$ cat src/rtl/pic_pkg.sv
// Shared constants and helpers for the interrupt request front end.
//   NUM_IRQ      number of request lines (fixed at 8)
//   IRQ_IDW      width of a request index
//   SPURIOUS_ID  id reported when an acknowledge finds no pending winner
//   LOWEST_RST   reset value of the priority pointer (IR0 highest)
//   onehot_to_idx()  one-hot vector to binary index
package pic_pkg;

   localparam int unsigned NUM_IRQ = 8;
   localparam int unsigned IRQ_IDW = 3;

   localparam logic [IRQ_IDW-1:0] SPURIOUS_ID = 3'd7;
   localparam logic [IRQ_IDW-1:0] LOWEST_RST  = 3'd7;

   // Returns the index of the highest set bit; a proper one-hot input has exactly one.
   function automatic logic [IRQ_IDW-1:0] onehot_to_idx(input logic [NUM_IRQ-1:0] oh);
      logic [IRQ_IDW-1:0] idx;
      idx = '0;
      for (int i = 0; i < NUM_IRQ; i++) begin
         if (oh[i]) idx = IRQ_IDW'(i);
      end
      return idx;
   endfunction

endpackage

$ cat src/rtl/pic_prio_scan.sv
// Rotating first-one finder.
// Scans vec starting at lowest+1, wrapping mod 8, and reports the first set bit.
//   vec_i     [7:0]  candidate bits
//   lowest_i  [2:0]  current lowest-priority level
//   onehot_o  [7:0]  first set bit in scan order (0 if none)
//   idx_o     [2:0]  its binary index
//   rank_o    [2:0]  its position in scan order, 0 = highest priority
//   any_o            vec_i is non-zero
module pic_prio_scan
   import pic_pkg::*;
(
   input  logic [NUM_IRQ-1:0] vec_i,
   input  logic [IRQ_IDW-1:0] lowest_i,
   output logic [NUM_IRQ-1:0] onehot_o,
   output logic [IRQ_IDW-1:0] idx_o,
   output logic [IRQ_IDW-1:0] rank_o,
   output logic               any_o
);

   logic [IRQ_IDW-1:0] pos;
   logic               found;

   always_comb begin
      onehot_o = '0;
      rank_o   = '0;
      found    = 1'b0;
      pos      = '0;
      for (int k = 0; k < NUM_IRQ; k++) begin
         // 3-bit sum wraps naturally, giving the mod-8 scan order.
         pos = lowest_i + IRQ_IDW'(k + 1);
         if (!found && vec_i[pos]) begin
            found         = 1'b1;
            onehot_o[pos] = 1'b1;
            rank_o        = IRQ_IDW'(k);
         end
      end
   end

   assign idx_o = onehot_to_idx(onehot_o);
   assign any_o = found;

endmodule

$ cat src/rtl/pic_irq_resolver.sv
// Interrupt request front end for the 8259-style controller.
// Captures IR lines into IRR, applies IMR, resolves priority with a rotatable
// pointer and maintains ISR.
// Build option: PIC_IR_SYNC_EN adds a 2-flop synchroniser on ir_i.
//   clk_i, rst_n_i        clock, async active-low reset
//   ir_i [7:0]            raw request lines
//   ltim_i                1 = level trigger, 0 = edge trigger
//   imr_i [7:0]           mask, 1 masks the line
//   int_ack_i             first-INTA pulse
//   eoi_i                 EOI command pulse
//   eoi_specific_i        1 = specific EOI (eoi_level_i), 0 = non-specific
//   eoi_level_i [2:0]     level cleared by a specific EOI
//   eoi_rotate_i          move the priority pointer to the cleared level
//   irr_o, isr_o [7:0]    request / in-service registers
//   priority_o [7:0]      registered one-hot winning unmasked request
//   int_id_o [2:0]        index of last acknowledged level, 7 if spurious
//   int_req_o             request to raise INT
module pic_irq_resolver
   import pic_pkg::*;
(
   input  logic               clk_i,
   input  logic               rst_n_i,
   input  logic [NUM_IRQ-1:0] ir_i,
   input  logic               ltim_i,
   input  logic [NUM_IRQ-1:0] imr_i,
   input  logic               int_ack_i,
   input  logic               eoi_i,
   input  logic               eoi_specific_i,
   input  logic [IRQ_IDW-1:0] eoi_level_i,
   input  logic               eoi_rotate_i,
   output logic [NUM_IRQ-1:0] irr_o,
   output logic [NUM_IRQ-1:0] isr_o,
   output logic [NUM_IRQ-1:0] priority_o,
   output logic [IRQ_IDW-1:0] int_id_o,
   output logic               int_req_o
);

   logic [NUM_IRQ-1:0] ir_s;

`ifdef PIC_IR_SYNC_EN
   logic [NUM_IRQ-1:0] sync1_q, sync2_q;

   always_ff @(posedge clk_i or negedge rst_n_i) begin
      if (!rst_n_i) begin
         sync1_q <= '0;
         sync2_q <= '0;
      end else begin
         sync1_q <= ir_i;
         sync2_q <= sync1_q;
      end
   end

   assign ir_s = sync2_q;
`else
   assign ir_s = ir_i;
`endif

   logic [NUM_IRQ-1:0] irr_q, irr_d;
   logic [NUM_IRQ-1:0] isr_q, isr_d;
   logic [NUM_IRQ-1:0] prio_q;
   logic [IRQ_IDW-1:0] prio_idx_q;
   logic [IRQ_IDW-1:0] int_id_q, int_id_d;
   logic               int_req_q, int_req_d;
   logic [IRQ_IDW-1:0] lowest_q, lowest_d;
   logic [NUM_IRQ-1:0] ir_prev_q;

   logic [NUM_IRQ-1:0] cand;
   logic [NUM_IRQ-1:0] win_oh;
   logic [IRQ_IDW-1:0] win_idx, win_rank;
   logic               win_any;
   logic [NUM_IRQ-1:0] top_oh;
   logic [IRQ_IDW-1:0] top_idx, top_rank;
   logic               top_any;

   logic [NUM_IRQ-1:0] ack_set;
   logic [NUM_IRQ-1:0] eoi_clr;
   logic [IRQ_IDW-1:0] eoi_idx;

   assign cand = irr_q & ~imr_i;

   pic_prio_scan u_scan_cand (
      .vec_i    (cand),
      .lowest_i (lowest_q),
      .onehot_o (win_oh),
      .idx_o    (win_idx),
      .rank_o   (win_rank),
      .any_o    (win_any)
   );

   pic_prio_scan u_scan_isr (
      .vec_i    (isr_q),
      .lowest_i (lowest_q),
      .onehot_o (top_oh),
      .idx_o    (top_idx),
      .rank_o   (top_rank),
      .any_o    (top_any)
   );

   // A request is only worth raising if it nests above whatever is in service.
   assign int_req_d = win_any && (!top_any || (win_rank < top_rank));

   // Acknowledge acts on the registered winner, so a withdrawn request is spurious.
   assign ack_set  = int_ack_i ? prio_q : '0;
   assign int_id_d = !int_ack_i     ? int_id_q   :
                     (prio_q != '0) ? prio_idx_q : SPURIOUS_ID;

   always_comb begin
      eoi_clr = '0;
      eoi_idx = top_idx;
      if (eoi_i) begin
         if (eoi_specific_i) begin
            eoi_idx = eoi_level_i;
            eoi_clr = isr_q & (NUM_IRQ'(1) << eoi_level_i);
         end else begin
            // Non-specific EOI picks from the pre-ack ISR.
            eoi_clr = top_oh;
         end
      end
   end

   // Rotation only happens when the EOI actually clears a bit.
   assign lowest_d = (eoi_i && eoi_rotate_i && (eoi_clr != '0)) ? eoi_idx : lowest_q;

   assign isr_d = (isr_q & ~eoi_clr) | ack_set;

   always_comb begin
      if (ltim_i) irr_d = ir_s & ~ack_set;
      else        irr_d = (irr_q | (ir_s & ~ir_prev_q)) & ~ack_set;
   end

   always_ff @(posedge clk_i or negedge rst_n_i) begin
      if (!rst_n_i) begin
         irr_q      <= '0;
         isr_q      <= '0;
         prio_q     <= '0;
         prio_idx_q <= '0;
         int_id_q   <= '0;
         int_req_q  <= 1'b0;
         lowest_q   <= LOWEST_RST;
         ir_prev_q  <= '0;
      end else begin
         irr_q      <= irr_d;
         isr_q      <= isr_d;
         prio_q     <= win_oh;
         prio_idx_q <= win_idx;
         int_id_q   <= int_id_d;
         int_req_q  <= int_req_d;
         lowest_q   <= lowest_d;
         ir_prev_q  <= ir_s;
      end
   end

   assign irr_o      = irr_q;
   assign isr_o      = isr_q;
   assign priority_o = prio_q;
   assign int_id_o   = int_id_q;
   assign int_req_o  = int_req_q;

endmodule

$ cat config.mk
export PLATFORM = sky130hd
export DESIGN_NAME = pic_irq_resolver
export DESIGN_NICKNAME = d
export VERILOG_FILES = /design/src/rtl/pic_pkg.sv /design/src/rtl/pic_prio_scan.sv /design/src/rtl/pic_irq_resolver.sv
export SDC_FILE = /design/constraint.sdc
export NUM_CORES = 1
export LEC_CHECK = 0
export ABC_AREA = 1
export BUFFER_PORTS_ARGS = -buffer_cell sky130_fd_sc_hd__buf_4
export CORE_ASPECT_RATIO = 0.8
export CORE_MARGIN = 2
export CORE_UTILIZATION = 35
export CTS_BUF_LIST = sky130_fd_sc_hd__clkbuf_8
export CTS_CLUSTER_DIAMETER = 80
export DETAILED_ROUTE_END_ITERATION = 6
export HOLD_SLACK_MARGIN = 0.12
export PLACE_DENSITY = 0.61
export SLEW_MARGIN = 20
export SYNTH_ARGS = -nofsm -noshare
export SYNTH_HDL_FRONTEND = slang
export SYNTH_SLANG_ARGS = --single-unit
$ cat constraint.sdc
create_clock -name clk_i -period 4.05 [get_ports clk_i]
set_clock_uncertainty 0.15 [all_clocks]
set_input_delay 0.405 -clock clk_i [delete_from_list [all_inputs] [get_ports clk_i]]
set_output_delay 0.405 -clock clk_i [all_outputs]
set_load 0.02 [all_outputs]
==> flow_summary.json, run 1 <==
{
  "outcome": "completed",
  "timing.fmax_mhz": 271,
  "die_area_um2": 12600,
  "timing.final.crit_share_pct": 91.2,
  "insertion_delay_ps": 300,
  "die_w_um": 125,
  "path_buf_inv": 2,
  "hold_viol": 0,
  "io_pins": 54,
  "placementRows": 35,
  "cts-htree-levels": 2,
  "tritoncts": "done",
  "yosys.area_share.simple_pct": 51.4,
  "syn_area_per_cell_um2": 6.31,
  "endpoint": "lowest_q[1]",
  "setup.worst_path.start_class": "register",
  "grt_pass1_vias": 4340,
  "cp_data_required_time_ps": 4140,
  "critPathSlowestCell": "dfstp_2",
  "synth_xor_area_share_pct": 0,
  "grt_usage_pct": 25.4,
  "cp.arrival_ps": 3780,
  "cp_common_cell": "nand2_1",
  "overflow": 0,
  "cp-startpoint": "lowest_q[1]",
  "synthAdderAreaFrac_pct": 2.43,
  "yosys_warnings": 0,
  "port_buffers": 53,
  "slew_headroom_pct": 45.7,
  "r2r_cells": 20,
  "drc": 0,
  "r2r_setup_slack_ps": 360,
  "synth.cell_area_um2": 4110,
  "yosys.area.top_type_share_pct": 23.7,
  "crit_chain": "inv_2 > ha_2 > inv_2 > nand3_1 > nand2_1 > nand2_1 > nand2_2 > nand3_4 > nor2_1 > nor2_1 > nand3_1 > nor2_1 > nand3_2 > a21oi_1 > nand2_1 > nor2_1 > nand2_2 > nand2_2 > nand2_1 > nand2_1",
  "cp.depth": 20,
  "ys_ff_latch": 42,
  "synth_mux_area_share_pct": 0.243,
  "synth-compound-area-share_pct": 10.8,
  "dp_cells": 852,
  "worst_pin_slew_ps": 792,
  "path_delay_family": "simple AND/OR/NAND/NOR gates",
  "critical-path-max-stage-delay_ps": 680,
  "ys_top_cells_by_count": "193 x nand2_1, 83 x nor2_1, 74 x nand3_1, 63 x inv_1, 39 x dfrtp_1",
  "synth_ff_type": "dfrtp_1",
  "grt_max_degree": 43,
  "hpwl_um": 12900,
  "synth_cells": 652,
  "drt_pass1_iterations": 5,
  "pre_cts_slack_ps": 336,
  "first_iter_violations": 516,
  "worstSetupPathType": "register to register",
  "vias": 4752,
  "core_um2": 11500,
  "final_antenna_net_count": 0,
  "via_per_inst": 5.47,
  "antenna_found_initial": 0,
  "r2r_start": "lowest_q[1]",
  "place.gp.congestion": 1.07,
  "synth_cell_types": 44,
  "diodes": 0,
  "die_h_um": 101,
  "min_path_type": "input pin to register",
  "fin_tns_setup_ps": 0,
  "finalNetCount": 754,
  "synth_top_cell_by_area": "dfrtp_1",
  "path_clk_slew_ps": 80,
  "cts_max_path_buffers": 2,
  "rr_endpoint": "lowest_q[1]",
  "yosysMostFrequentCell": "nand2_1",
  "synth_top_family_by_area": "simple AND/OR/NAND/NOR gates",
  "wl_per_cell_um": 18.2,
  "setup_ws_ps": 357,
  "drt_wl_total_um": 15800,
  "rsz0062_at_grt": "no",
  "slew_violations": 0,
  "synthesis.nets": 686,
  "area_growth_pct": 19.3,
  "ctsRootBufferMaster": "clkbuf_8",
  "synth.area.top_cells": "dfrtp_1 24%, nand2_1 18%, nand3_1 9.0%, nor2_1 7.6%, inv_1 5.7%",
  "synth-edff-count": 0,
  "path_max_fanout": 15,
  "final_cells": 869,
  "drive_gt1_share_pct": 19.7,
  "numCtsBuffers": 5,
  "start_util_pct": 35.9,
  "grt_pass1_wl_um": 24800,
  "synth_seq_area_share_pct": 25.6,
  "end_kind": "register",
  "drv_cap": 0,
  "setup_violations": 0,
  "async_flop_share_pct": 100,
  "numClockSinks": 42,
  "period_needed_ps": 3690
}
==> placed cells by master, fill, tap and decap left out, drive strengths merged, types with 5 or more instances in the layout <==
master / instances
nor3: 15
nand4: 21
nand2: 217
buf: 67
clkbuf: 5
a22oi: 7
dlygate4sd3: 9
inv: 75
dfrtp: 39
o21ai: 40
ha: 8
a21oi: 17
nor2: 93
nand3: 84
==> worst min path at each step <==
stage / start / endpoint / slack [ps] / cells after the start
2_1_floorplan: rst_n_i / int_id_o[0] / -40 / 0
3_3_place_gp: rst_n_i / ir_prev_q[1] / 270 / 1
3_5_place_dp: rst_n_i / ir_prev_q[1] / 270 / 1
4_1_cts: int_ack_i / isr_o[0] / 270 / 3
5_1_grt: int_ack_i / isr_o[0] / 310 / 3
6_report: int_ack_i / isr_o[0] / 290 / 3
==> cell type report <==
type	instances	area (µm²)
Fill cell	1236	6570
Sequential cell	42	1050
Clock inverter	3	41.3
Multi-Input combinational cell	520	2680
Inverter	75	290
Timing Repair Buffer	76	593
Clock buffer	5	68.8
Tap cell	148	185
==> through the flow <==
step	hold slack (ps)	instance area [µm²]	utilization, %
floorplan	-40.6	4110	-
finish	285	4910	42.8
global route	310	4910	42.8
CTS	274	4900	42.7
global placement	265	4700	41.0
detailed placement	269	4700	41.0
==> sequential cells by signal, summed over array words and instances (netlist names) <==
register and count:
int_id_o 3, prio_idx_q 3, priority_o 8, int_req_o 1, ir_prev_q 8, irr_o 8
isr_o 8, lowest_q 3
==> metal layers <==
layer / GRT usage [%] / vias up / share of wire [%]
li1: - / 2272 / -
met1: 39.3 / 2232 / 48
met2: 36.3 / 225 / 40
met3: 5.04 / 23 / 9.9
met4: 4.53 / 0 / 1.5
met5: 0 / - / 0
==> logic make-up (layout without fill, tap and decap cells) <==
group | Yosys count | after routing
flip-flops | 42 | 42
AND/OR/NAND/NOR | 436 | 436
adder cells (fa/ha/maj) | 8 | 8
AO/OA/AOI/OAI | 75 | 75
multiplexers | 1 | 1
buffers and inverters | 90 | 159
==> worst register-to-register path: cells and delay by family, from the launching register on <==
family / cells / cell delay (ps)
buffers and inverters: 2 / 310
adder cells (fa/ha/maj): 1 / 460
AO/OA/AOI/OAI: 1 / 230
AND/OR/NAND/NOR: 16 / 1830
flip-flops: 1 / 680
==> timing repair <==
action / 4_1_cts / 5_1_grt
endpoints found under the setup margin: 0 / 3
hold buffers: 9 / 0
gates resized for setup: 0 / 2
hold endpoints to repair: 47 / 0
buffers inserted: 0 / 0
Power of run 1 is left out: the tool's default activity adds up to more than one toggle a clock period on the data nets, which glitch-free logic cannot reach.
==> inputs of run 2 (changes only) <==
- CELL_PAD_IN_SITES_DETAIL_PLACEMENT: unset -> 0
- CELL_PAD_IN_SITES_GLOBAL_PLACEMENT: unset -> 1
- PLACE_DENSITY: 0.61 -> 0.79
==> flow_summary.json, run 2 (synthesis gave the netlist of run 1 again) <==
{
  "die_h_um": 101,
  "finalNetCount": 751,
  "hold_viol": 0,
  "grt_pass1_vias": 4291,
  "diodes": 0,
  "r2r_start": "lowest_q[1]",
  "layout_common_cells": "193 x nand2_1, 83 x nor2_1, 74 x nand3_1",
  "core_um2": 11500,
  "end_kind": "register",
  "grt_pass1_wl_um": 24000,
  "final_antenna_net_count": 0,
  "port_buffers": 53,
  "die_area_um2": 12600,
  "cts_setup_buffers": 0,
  "drv_cap": 0,
  "grt_max_degree": 43,
  "cts-htree-levels": 2,
  "numCtsBuffers": 5,
  "wl_per_cell_um": 17.7,
  "path_max_fanout": 13,
  "ctsRootBufferMaster": "clkbuf_8",
  "slew_headroom_pct": 45.4,
  "setup_violations": 0,
  "min_from": "int_ack_i",
  "rsz0062_at_grt": "no",
  "cts_max_path_buffers": 2,
  "io_pins": 54,
  "hpwl_um": 12200,
  "placementRows": 35,
  "start_util_pct": 35.9,
  "slew_violations": 0,
  "area_growth_pct": 18.7,
  "drc": 0,
  "min_path_type": "input pin to register",
  "fin_tns_setup_ps": 0,
  "worst_pin_slew_ps": 795,
  "overflow": 0,
  "worstSetupPathType": "register to register",
  "path_buf_inv": 3,
  "crit_chain": "inv_2 > ha_1 > buf_4 > nand2_1 > o21ai_1 > o21ai_4 > inv_4 > nor2_4 > nand2_2 > nor2_4 > nand2_2 > nor2_8 > nand3_4 > nand4_1 > ha_1 > a21oi_1 > nand2_1 > a21oi_1",
  "setup.worst_path.start_class": "register",
  "timing.final.crit_share_pct": 90.9,
  "critical-path-max-stage-delay_ps": 680,
  "critPathSlowestCell": "dfstp_2",
  "first_iter_violations": 498,
  "numClockSinks": 42,
  "antenna_found_initial": 0,
  "die_w_um": 125,
  "timing.fmax_mhz": 272,
  "via_per_inst": 5.42,
  "path_clk_slew_ps": 90,
  "final_common_cell": "nand2_1",
  "grt_usage_pct": 24.6,
  "place.gp.congestion": 1.04,
  "tritoncts": "done",
  "drt_wl_total_um": 15300,
  "cp.arrival_ps": 3760,
  "ctsResizeCount": 0,
  "period_needed_ps": 3680,
  "outcome": "completed",
  "drt_pass1_iterations": 5,
  "vias": 4697,
  "path_delay_family": "simple AND/OR/NAND/NOR gates",
  "cp_data_required_time_ps": 4130,
  "drive_gt1_share_pct": 19.2,
  "cp-startpoint": "lowest_q[1]",
  "insertion_delay_ps": 310
}
-- run 2: area by class of cell --
class	count	area [µm²]
fill	1226	6590
multi-input combinational	520	2670
sequential	42	1050
timing repair buffer	73	571
inverter	75	290
tap	148	185
clock buffer	5	68.8
clock inverter	3	43.8
-- run 2: worst reg2reg max path: cells and delay by family (launching register included) --
kind / cells / cell delay, ps
buffers and inverters: 3 / 470
adder cells (fa/ha/maj): 2 / 650
flip-flops: 1 / 680
AND/OR/NAND/NOR: 9 / 1050
AO/OA/AOI/OAI: 4 / 620
-- run 2: worst paths after layout --
check / to / slack [ps] / cells after the start
min: isr_o[0] / 280 / 3
max: int_req_o / 370 / 18
min reg2reg: int_id_o[1] / 340 / 2
min in group asynchronous: ir_prev_q[1] / 460 / 2
max in group asynchronous: lowest_q[2] / 2900 / 2
max reg2reg: int_req_o / 370 / 18
-- run 2: what timing repair did --
item / in CTS / in global routing
hold buffers: 9 / 0
endpoints found under the setup margin: 0 / 0
endpoints found under the hold margin: 47 / 0
-- run 2: stage by stage --
step / std cells / hold slack (ps) / util (%) / setup WS, ps / area [µm²]
finish: 866 / 280 / 42.6 / 367 / 4880
global route: 866 / 293 / 42.6 / 78.4 / 4880
CTS: 866 / 268 / 42.6 / 455 / 4880
detailed placement: 849 / 270 / 40.8 / 457 / 4680
global placement: 849 / 263 / 40.8 / 545 / 4680
floorplan: 652 / -40.6 / - / 436 / 4110
-- run 2: layer usage --
metal  wire length (µm)  track usage [%]  share of wire, %
met2               6210             36.4                41
met1               7390             37.3                48
met3               1500             5.31               9.8
met4                193             3.93               1.3
met5                  0                0                 0
Power of run 2 is left out for the same reason.
==> inputs of run 3 (changes only) <==
- PLACE_DENSITY: 0.79 -> 0.81
==> flow_summary.json, run 3 (synthesis gave the netlist of run 1 again) <==
{
  "outcome": "completed",
  "r2r_start": "lowest_q[1]",
  "numClockSinks": 42,
  "vias": 4744,
  "cp_data_required_time_ps": 4080,
  "dr_wl_met3_um": 1560,
  "drv_cap": 0,
  "finalNetCount": 755,
  "wl_met1_um": 7840,
  "min_from": "int_ack_i",
  "cts_max_path_buffers": 2,
  "rr_endpoint": "prio_idx_q[2]",
  "grt_max_degree": 43,
  "diodes": 0,
  "place.gp.congestion": 1.02,
  "critical-path-max-stage-delay_ps": 690,
  "area_growth_pct": 18.9,
  "layout_common_cells": "193 x nand2_1, 83 x nor2_1, 74 x nand3_1",
  "cts-htree-levels": 2,
  "worstSetupPathType": "register to register",
  "drt_wl_total_um": 16300,
  "slew_violations": 0,
  "grt_pass1_vias": 4426,
  "hold_viol": 0,
  "min_to": "isr_o[0]",
  "crit_chain": "inv_2 > ha_2 > buf_4 > nand2_1 > o21ai_1 > o21ai_4 > inv_4 > nor2_4 > nand2_1 > nor2_1 > nor2_1 > nand2_1 > nor3_1 > nand3_1 > nor2_1 > nand2_1",
  "cp_common_cell": "nand2_1",
  "drive_gt1_share_pct": 19.7,
  "setup.worst_path.start_class": "register",
  "critPathSlowestCell": "dfstp_2",
  "min_path_type": "input pin to register",
  "cp.arrival_ps": 3760,
  "overflow": 0,
  "min_path_cells": 3,
  "worst_pin_slew_ps": 799,
  "final_antenna_net_count": 0,
  "r2r_cells": 16,
  "tritoncts": "done",
  "start_util_pct": 35.9,
  "numCtsBuffers": 5,
  "end_kind": "register",
  "rsz0062_at_grt": "no",
  "port_buffers": 53,
  "die_h_um": 101,
  "slew_headroom_pct": 46.3,
  "setup_violations": 0,
  "antenna_found_initial": 0,
  "timing.fmax_mhz": 268,
  "final_common_cell": "nand2_1",
  "wl_per_cell_um": 18.7,
  "first_iter_violations": 480,
  "path_max_fanout": 13,
  "drc": 0,
  "hpwl_um": 13100,
  "placementRows": 35,
  "insertion_delay_ps": 290,
  "routed.top_layer": "met4",
  "die_w_um": 125,
  "grt_usage_pct": 26.1,
  "fillCellCount": 1263,
  "via_per_inst": 5.45,
  "path_clk_slew_ps": 80,
  "core_um2": 11500,
  "ctsRootBufferMaster": "clkbuf_8",
  "path_delay_family": "simple AND/OR/NAND/NOR gates",
  "fin_tns_setup_ps": 0,
  "wl_met2_um": 6710,
  "drt_pass1_iterations": 5,
  "die_area_um2": 12600,
  "grt_pass1_wl_um": 25600,
  "path_buf_inv": 3,
  "period_needed_ps": 3730,
  "io_pins": 54,
  "r2r_setup_slack_ps": 320,
  "timing.final.crit_share_pct": 92.1
}
==> run 3: cell count changes in the layout (fill, tap and decap cells not counted) <==
cell / previous run / this run
buf_4: 64 / 68
bufinv_16: 1 / 0
clkinv_4: 0 / 1
ha_1: 8 / 7
ha_2: 0 / 1
inv_1: 63 / 64
inv_6: 1 / 0
o21ai_0: 28 / 27
o21ai_1: 8 / 9
==> run 3: layout make-up <==
type	count	area (µm²)	area share, %
clock buffers	5	68.8	1.41
clock inverters	3	17.5	0.358
inverters	75	290	5.94
multi-input cells	520	2670	54.7
flip-flops and latches	42	1050	21.6
well taps	148	185	3.79
repair buffers	77	601	12.3
==> run 3: through the flow <==
stage / instance area, µm² / util, % / std cells / worst slack [ps] / hold slack (ps)
after CTS: 4870 / 42.5 / 868 / 304 / 283
final: 4890 / 42.6 / 870 / 320 / 293
after global placement: 4700 / 40.9 / 851 / 369 / 267
after floorplan: 4110 / - / 652 / 436 / -40.6
after global routing: 4890 / 42.6 / 870 / 56.7 / 311
after detailed placement: 4700 / 40.9 / 851 / 331 / 270
==> run 3: routing by layer <==
metal / global-route usage, % / vias up
li1: - / 2272
met2: 37.8 / 219
met1: 39.7 / 2238
met3: 6.21 / 15
met5: 0 / -
met4: 4.44 / 0
==> run 3: worst reg2reg max path: stages (launching register included) <==
cell     delay, ps
dfstp_2        690
inv_2          170
ha_2           470
buf_4          200
nand2_1         60
o21ai_1        170
o21ai_4        110
inv_4          130
nor2_4          60
nand2_1        270
nor2_1          80
nor2_1         140
nand2_1         60
nor3_1         340
nand3_1        240
nor2_1         190
nand2_1         80
==> run 3: how the worst max path moves through the flow <==
stage | cells past startpoint | endpoint | from
after CTS | 19 | int_req_o | lowest_q[1]
final | 16 | prio_idx_q[2] | lowest_q[1]
after detailed placement | 12 | prio_idx_q[2] | lowest_q[1]
after global placement | 12 | prio_idx_q[0] | lowest_q[1]
after global routing | 16 | prio_idx_q[0] | lowest_q[1]
after floorplan | 24 | int_req_o | lowest_q[0]
==> run 3: what timing repair did <==
item / CTS / global route
setup endpoints to repair: 0 / 7
hold endpoints to repair: 47 / 0
setup buffers: 0 / 2
hold buffers: 9 / 0
gates resized for setup: 0 / 2
Power of run 3 is left out for the same reason.
